--- src/rtl/apv_frame_emulator.sv ---
// apv_frame_emulator: synthetic APV25 ADC stream with periodic sync ticks and triggered header+sample frames
module apv_frame_emulator #(
  parameter int TRIG_QUEUE_MAX = 15,
  parameter int N_SAMPLES = 128
) (
  input  logic        CLK,
  input  logic        RST,
  input  logic        ENABLE,
  input  logic        TRIGGER,
  input  logic [7:0]  SYNC_PERIOD,
  input  logic [11:0] LEVEL_HIGH,
  input  logic [11:0] LEVEL_LOW,
  input  logic [11:0] LEVEL_BASE,
  input  logic        RAMP_MODE,
  input  logic        ERROR_BIT,
  output logic [11:0] ADC_PDATA_OUT,
  output logic        FRAME_ACTIVE,
  output logic        TRIG_LOST,
  output logic [3:0]  PENDING,
  output logic [7:0]  FRAME_ADDR
);
  typedef enum logic [1:0] {IDLE, TICK, HEADER, DATA} state_t;
  state_t state;
  logic [7:0] cnt, idx;
  logic slot, start, cnt_run, hdr_bit, full;
  logic [11:0] sample;
  always_comb begin
    slot = cnt == 8'd0;
    start = state == TICK && ENABLE && slot && PENDING != 4'd0;
    cnt_run = (state == TICK && ENABLE) || state == HEADER || state == DATA;
    full = PENDING == 4'(TRIG_QUEUE_MAX);
    // header word 0 is emitted on the decision slot, so HEADER covers words 1..11
    hdr_bit = idx < 8'd3 ? 1'b1 : idx < 8'd11 ? FRAME_ADDR[3'd2 - idx[2:0]] : ERROR_BIT;
    sample = LEVEL_BASE + (RAMP_MODE ? {4'd0, idx} : 12'd0);
  end
  always_ff @(posedge CLK) begin
    if (RST) begin
      state <= IDLE;
      cnt <= 8'd0;
      idx <= 8'd0;
      PENDING <= 4'd0;
      FRAME_ADDR <= 8'd0;
      ADC_PDATA_OUT <= 12'd0;
      FRAME_ACTIVE <= 1'b0;
      TRIG_LOST <= 1'b0;
    end else begin
      cnt <= state == IDLE ? 8'd0 : !cnt_run ? cnt : slot ? SYNC_PERIOD : cnt - 8'd1;
      TRIG_LOST <= ENABLE && TRIGGER && !start && full;
      PENDING <= !ENABLE ? 4'd0 : start && !TRIGGER ? PENDING - 4'd1 :
                 TRIGGER && !start && !full ? PENDING + 4'd1 : PENDING;
      case (state)
        IDLE: begin
          ADC_PDATA_OUT <= LEVEL_LOW;
          FRAME_ACTIVE <= 1'b0;
          state <= ENABLE ? TICK : IDLE;
        end
        TICK: begin
          ADC_PDATA_OUT <= ENABLE && slot ? LEVEL_HIGH : LEVEL_LOW;
          FRAME_ACTIVE <= start;
          idx <= 8'd1;
          state <= !ENABLE ? IDLE : start ? HEADER : TICK;
        end
        HEADER: begin
          ADC_PDATA_OUT <= hdr_bit ? LEVEL_HIGH : LEVEL_LOW;
          FRAME_ACTIVE <= 1'b1;
          idx <= idx == 8'd11 ? 8'd0 : idx + 8'd1;
          state <= idx == 8'd11 ? DATA : HEADER;
        end
        DATA: begin
          ADC_PDATA_OUT <= sample;
          FRAME_ACTIVE <= 1'b1;
          idx <= idx + 8'd1;
          if (idx == 8'(N_SAMPLES - 1)) begin
            FRAME_ADDR <= FRAME_ADDR + 8'd1;
            state <= ENABLE ? TICK : IDLE;
          end
        end
      endcase
    end
  end
endmodule
--- config.mk ---
export PLATFORM = sky130hd
export DESIGN_NAME = apv_frame_emulator
export DESIGN_NICKNAME = d
export VERILOG_FILES = /design/src/rtl/apv_frame_emulator.sv
export SDC_FILE = /design/constraint.sdc
export NUM_CORES = 1
export LEC_CHECK = 0
export BUFFER_PORTS_ARGS = -buffer_cell sky130_fd_sc_hd__buf_2
export CAP_MARGIN = 20
export CELL_PAD_IN_SITES_DETAIL_PLACEMENT = 1
export CELL_PAD_IN_SITES_GLOBAL_PLACEMENT = 2
export CORE_MARGIN = 8
export CORE_UTILIZATION = 28
export CTS_CLUSTER_DIAMETER = 120
export DETAILED_ROUTE_END_ITERATION = 16
export PLACE_DENSITY = 0.8
export SETUP_SLACK_MARGIN = 0.02
export SKIP_CTS_REPAIR_TIMING = 1
export SYNTH_ARGS = -nofsm -noshare
export SYNTH_HDL_FRONTEND = slang
export SYNTH_SLANG_ARGS = --single-unit
--- constraint.sdc ---
create_clock -name CLK -period 2.9 [get_ports CLK]
set_input_delay 0 -clock CLK [delete_from_list [all_inputs] [get_ports CLK]]
set_output_delay 0 -clock CLK [all_outputs]
set_load 0.01 [all_outputs]
### Word level (Yosys, flattened, before mapping)

Index checks and enable logic that the tools add are counted.
W data, S select, Z words.

| cells by class | value |
|---|---|
| $add $sub $neg | 7 |
| order comparisons | 3 |
| equality and inequality tests | 7 |
| mux-type cells | 20 |
| bitwise logic cells | 1 |
| reduce and logical (&&, ||, !) cells | 24 |

Operators by type and width:

| operator | number |
|---|---|
| $pmux W12 S4 | 1 |
| $mux W12 | 2 |
| $mux W8 | 3 |
| $pmux W8 S3 | 1 |
| $add A8 B1 Y8 const B | 2 |
| $add A12 B8 Y12 | 1 |
| $logic_and A1 B1 Y1 | 10 |
| $eq A8 B4 Y1 const B | 1 |
| $eq A8 B7 Y1 const B | 1 |
| $logic_not A8 Y1 | 1 |
| $lt A8 B2 Y1 const B | 1 |
| $lt A8 B4 Y1 const B | 1 |
| $mux W4 | 2 |
| $pmux W2 S4 | 1 |
| $sub A8 B1 Y8 const B | 1 |
| $mux W2 | 3 |
| $reduce_or A2 Y1 | 3 |
| $mux W1 | 5 |
| $add A4 B1 Y4 const B | 1 |
| $eq A2 B2 Y1 const B | 2 |
| $eq A4 B4 Y1 const B | 1 |
| $lt A3 B4 Y1 const B | 1 |
| $reduce_bool A4 Y1 | 1 |
| $sub A4 B1 Y4 const B | 1 |
| 12 further kinds | 15 |

| word-level totals | value |
|---|---|
| flip-flop bits (word level) | 44 |
| input bits | 50 |
| output and inout port bits | 26 |

### Logic depth before layout (Yosys ltp)

| depth | value |
|---|---|
| depth after elaboration | 9 |
| depth in mapped cells | 11 |

### Worst setup path before layout

No wires, ideal clock.

| timing | value |
|---|---|
| kind | flip-flop to flip-flop |
| start | reg cnt[0] |
| end | reg PENDING[3] |
| setup time | 119 ps |
| arrival time | 2762 ps |
| data required time | 2781 ps |
| slack | 19 ps |
| cell stages (with the launch flop) | 12 |
| clock period less this slack | 2881 ps |
| cell sequence | dfxtp_1 -> inv_1 -> ha_1 -> or3b_2 -> or4_4 -> nor2_8 -> ha_1 -> a21o_1 -> a21oi_1 -> mux2i_1 -> xor2_1 -> nor2_1 |

| on the way | value |
|---|---|
| cells in the longest elaborated chain, start to end | 7 |
| elaborated cells between the ends (all ways) | 9 |
| classes of those cells | 1 x mux; 8 x reduce/logical |

RTL lines:

| item | RTL line | RTL |
|---|---|---|
| start: declaration | 24 | `logic [7:0] cnt, idx;` |
| start signal: assignment | 47 | `cnt <= state == IDLE ? 8'd0 : !cnt_run ? cnt : slot ? SYNC_PERIOD : cnt - 8'd1;` |
| $logic_not A8 Y1 * | 28 | `slot = cnt == 8'd0;` |
| $logic_and A1 B1 Y1 * (2 in series) | 29 | `start = state == TICK && ENABLE && slot && PENDING != 4'd0;` |
| $logic_not A1 Y1 | 50 | `TRIGGER && !start && !full ? PENDING + 4'd1 : PENDING;` |
| $logic_and A1 B1 Y1 (2 in series) | 50 |  |
| $reduce_bool A2 Y1 (no line) | -- |  |
| end signal: assignment | 49 | `PENDING <= !ENABLE ? 4'd0 : start && !TRIGGER ? PENDING - 4'd1 :` |
| end: declaration | 19 | `output logic [3:0] PENDING,` |

Every way passes the cells marked *; elsewhere a longest branch is shown, timed or not.
A chain may end at the register's enable or synchronous reset.

### Worst setup path in the final report

| timing | value |
|---|---|
| start | reg cnt[1] |
| end | reg PENDING[3] |

Same word-level chain as after synthesis.

==> reports/results.ini <==
[layout]
drive_gt1_share_pct=23.0
antenna_cells=0
area_growth_pct=22.3
nets=584
n_fill_cell=1484

[sta]
hold_slack_ns=-0.00397
finalHoldViolCount=2
max_freq_mhz=362
min_period_over_period_pct=95.2
max-slew-margin-rel_pct=49.5
period_needed_ns=2.76
fin_skew_ns=0.00753
final.setup.tns_ns=0
setup_ws_ns=0.138
slew_violations=0
setup_viol=0
rsz0062_at_grt=false
worst_pin_slew_ns=0.758

[drt]
dr.first_iter.drc_count=129
drt_pass1_iterations=4
drc=0
vias=3531
vias_per_cell=5.35
routedWlPerCell_um=17.5
drtAntennaViolNets=0
wl_um=11600

[grt]
grt_pass1_vias=3740
grt_usage_pct=14.4
grt_first_pass_wirelength_um=18800
grt_max_degree=36
antenna_found_initial=1
grt.overflow.total=0

[worst_hold_path]
worstHoldPathType=input port to register

[floorplan]
io_pins=76
dieArea_um2=16100
die_h_um=127
core_area_um2=12000
std_cell_rows=40
start_util_pct=28.7
die_x_um=127

[placed_design]
port_buffers=75
dp.final_hpwl_um=9090
gp_congestion=0.806
post-place-ws_ns=0.0507

[synth]
ys_types=69
syn_inst=436
synth_seq_cells=44
yosysTopAreaCell=dfxtp_1
netlist.area_leader.share_pct=25.6
syn_nets=507
seq_area_frac_synth_pct=25.6
synthTopCellsByArea=dfxtp_1, ha_1, nor2_1, mux2i_1, a21oi_1
avgSynthCellArea_um2=7.90
synth_flop_cell=dfxtp_1
synth_edf_count=0
synth_warnings=0
synth_area_um2=3450
async_flop_share_pct=0

[pwr]
p_leak_nw=1.88
p_total_w=0.00147
peakVddDrop_uv=197
powerDensity_nw_per_um2=348

[cts]
root_buffer=clkbuf_16
cts_max_level=2
cts_tree=done
cts_buffer_depth=2
cts_buffers=5
cts.clk_slew.worst_paths_ns=0.06
clock_latency_ns=0.30
numClockSinks=44

[critical_path]
critPathLaunchType=register
worstPathRequired_ns=3.09
path_max_fanout=5
endpoint_kind=register
critical_path_arrival_ns=2.95
critPathKind=register to register

[status]
violations=negative hold slack
outcome=finished, violations left

[job]
max-cap-violations=0

critical path: stages, from the launching register on:
cell and delay [ns]:
dfxtp_2 0.34, inv_1 0.08, ha_1 0.16, or3b_4 0.40
or4_4 0.54, nor2_8 0.13, buf_4 0.16, ha_1 0.27
a21oi_2 0.15, mux2i_1 0.22, xor2_1 0.16, nor2_1 0.05
through the flow:
stage          util (%)  cell area (um^2)  cells
6_report           35.1              4210    660
5_1_grt            35.1              4210    660
4_1_cts            34.6              4160    655
3_5_place_dp       33.5              4020    648
3_3_place_gp       33.5              4020    648
2_1_floorplan         -              3450    436
Yosys cell counts (3+ instances only):
| master | count |
|---|---|
| or4_1 | 4 |
| mux2i_1 | 16 |
| nor2_1 | 53 |
| o31ai_1 | 5 |
| xor2_1 | 13 |
| a22oi_1 | 3 |
| nor3_1 | 6 |
| o21ai_0 | 19 |
| o211ai_1 | 4 |
| and2_1 | 10 |
| xnor2_1 | 6 |
| clkbuf_1 | 19 |
| mux2_2 | 7 |
| a31oi_1 | 3 |
| ha_1 | 19 |
| nand2_1 | 30 |
| and3_1 | 4 |
| nand3_1 | 17 |
| nor2b_1 | 5 |
| inv_1 | 26 |
| o31a_1 | 3 |
| nor4_1 | 8 |
| a211oi_1 | 6 |
| dfxtp_1 | 44 |
| a21oi_1 | 28 |
| a221oi_1 | 5 |
| nand4_1 | 10 |
| o41ai_1 | 4 |
| o21a_1 | 6 |
placed cells by master, fill, tap and decap left out, types with 4 or more instances in the layout:
cell,instances
or4_1,4
a211oi_1,6
o31ai_1,5
nor2_1,53
nor2b_1,5
mux2i_1,16
a21oi_1,27
buf_4,13
nor3_1,6
nand3_1,17
nor4_1,8
clkbuf_16,5
and3_1,4
xnor2_1,6
o21ai_0,19
dfxtp_1,43
nand4_1,10
o21a_1,6
xor2_1,13
ha_1,19
o41ai_1,4
inv_1,26
mux2_2,7
buf_2,75
a221oi_1,5
dlygate4sd3_1,5
nand2_1,30
o211ai_1,4
and2_1,10
flip-flops by register name, indices dropped and copies added (netlist names):
signal         cells
ADC_PDATA_OUT     12
state              2
PENDING            4
idx                8
cnt                8
TRIG_LOST          1
FRAME_ACTIVE       1
FRAME_ADDR         8
power by group:
part           internal, W  leakage, nW  switching (W)
combinational     0.000115         1.45       0.000147
clock             0.000313       0.0657       0.000259
sequential        0.000622        0.359     0.00000897
per-layer routing:
layer  GRT usage, %  up-vias  part of all wire [%]
met5              0        -                  0.15
met4           4.48        2                   1.5
met3           3.85       12                   3.9
met2           25.1       57                    49
met1           16.9     1727                    46
li1               -     1733                     -
area by class of cell:
type	count	area [um^2]	area share, %
clock buffers	5	125	2.97
repair buffers	94	543	12.9
well taps	147	184	4.36
flip-flops and latches	44	882	20.9
multi-input cells	342	2370	56.2
inverters	26	97.6	2.32
clock inverters	2	12.5	0.297
cells by family after synthesis:
| family | synth area share [%] |
|---|---|
| xor gates and xnor gates | 4.83 |
| DFF | 25.6 |
| and+or+nand+nor | 25.4 |
| adders and majority gates | 8.06 |
| AOI/OAI and AO/OA | 22.3 |
| buffers and inverters | 5.85 |
| muxes | 8.02 |
final timing paths:
path	start	endpoint	slack (ns)	cells past startpoint
worst max-delay path	cnt[1]	PENDING[3]	0.14	11
worst min-delay path	TRIGGER	TRIG_LOST	-0.004	3
worst max register to register	cnt[1]	PENDING[3]	0.14	11
worst min register to register	idx[1]	idx[1]	0.51	2
(Power assumes the default switching activity.)
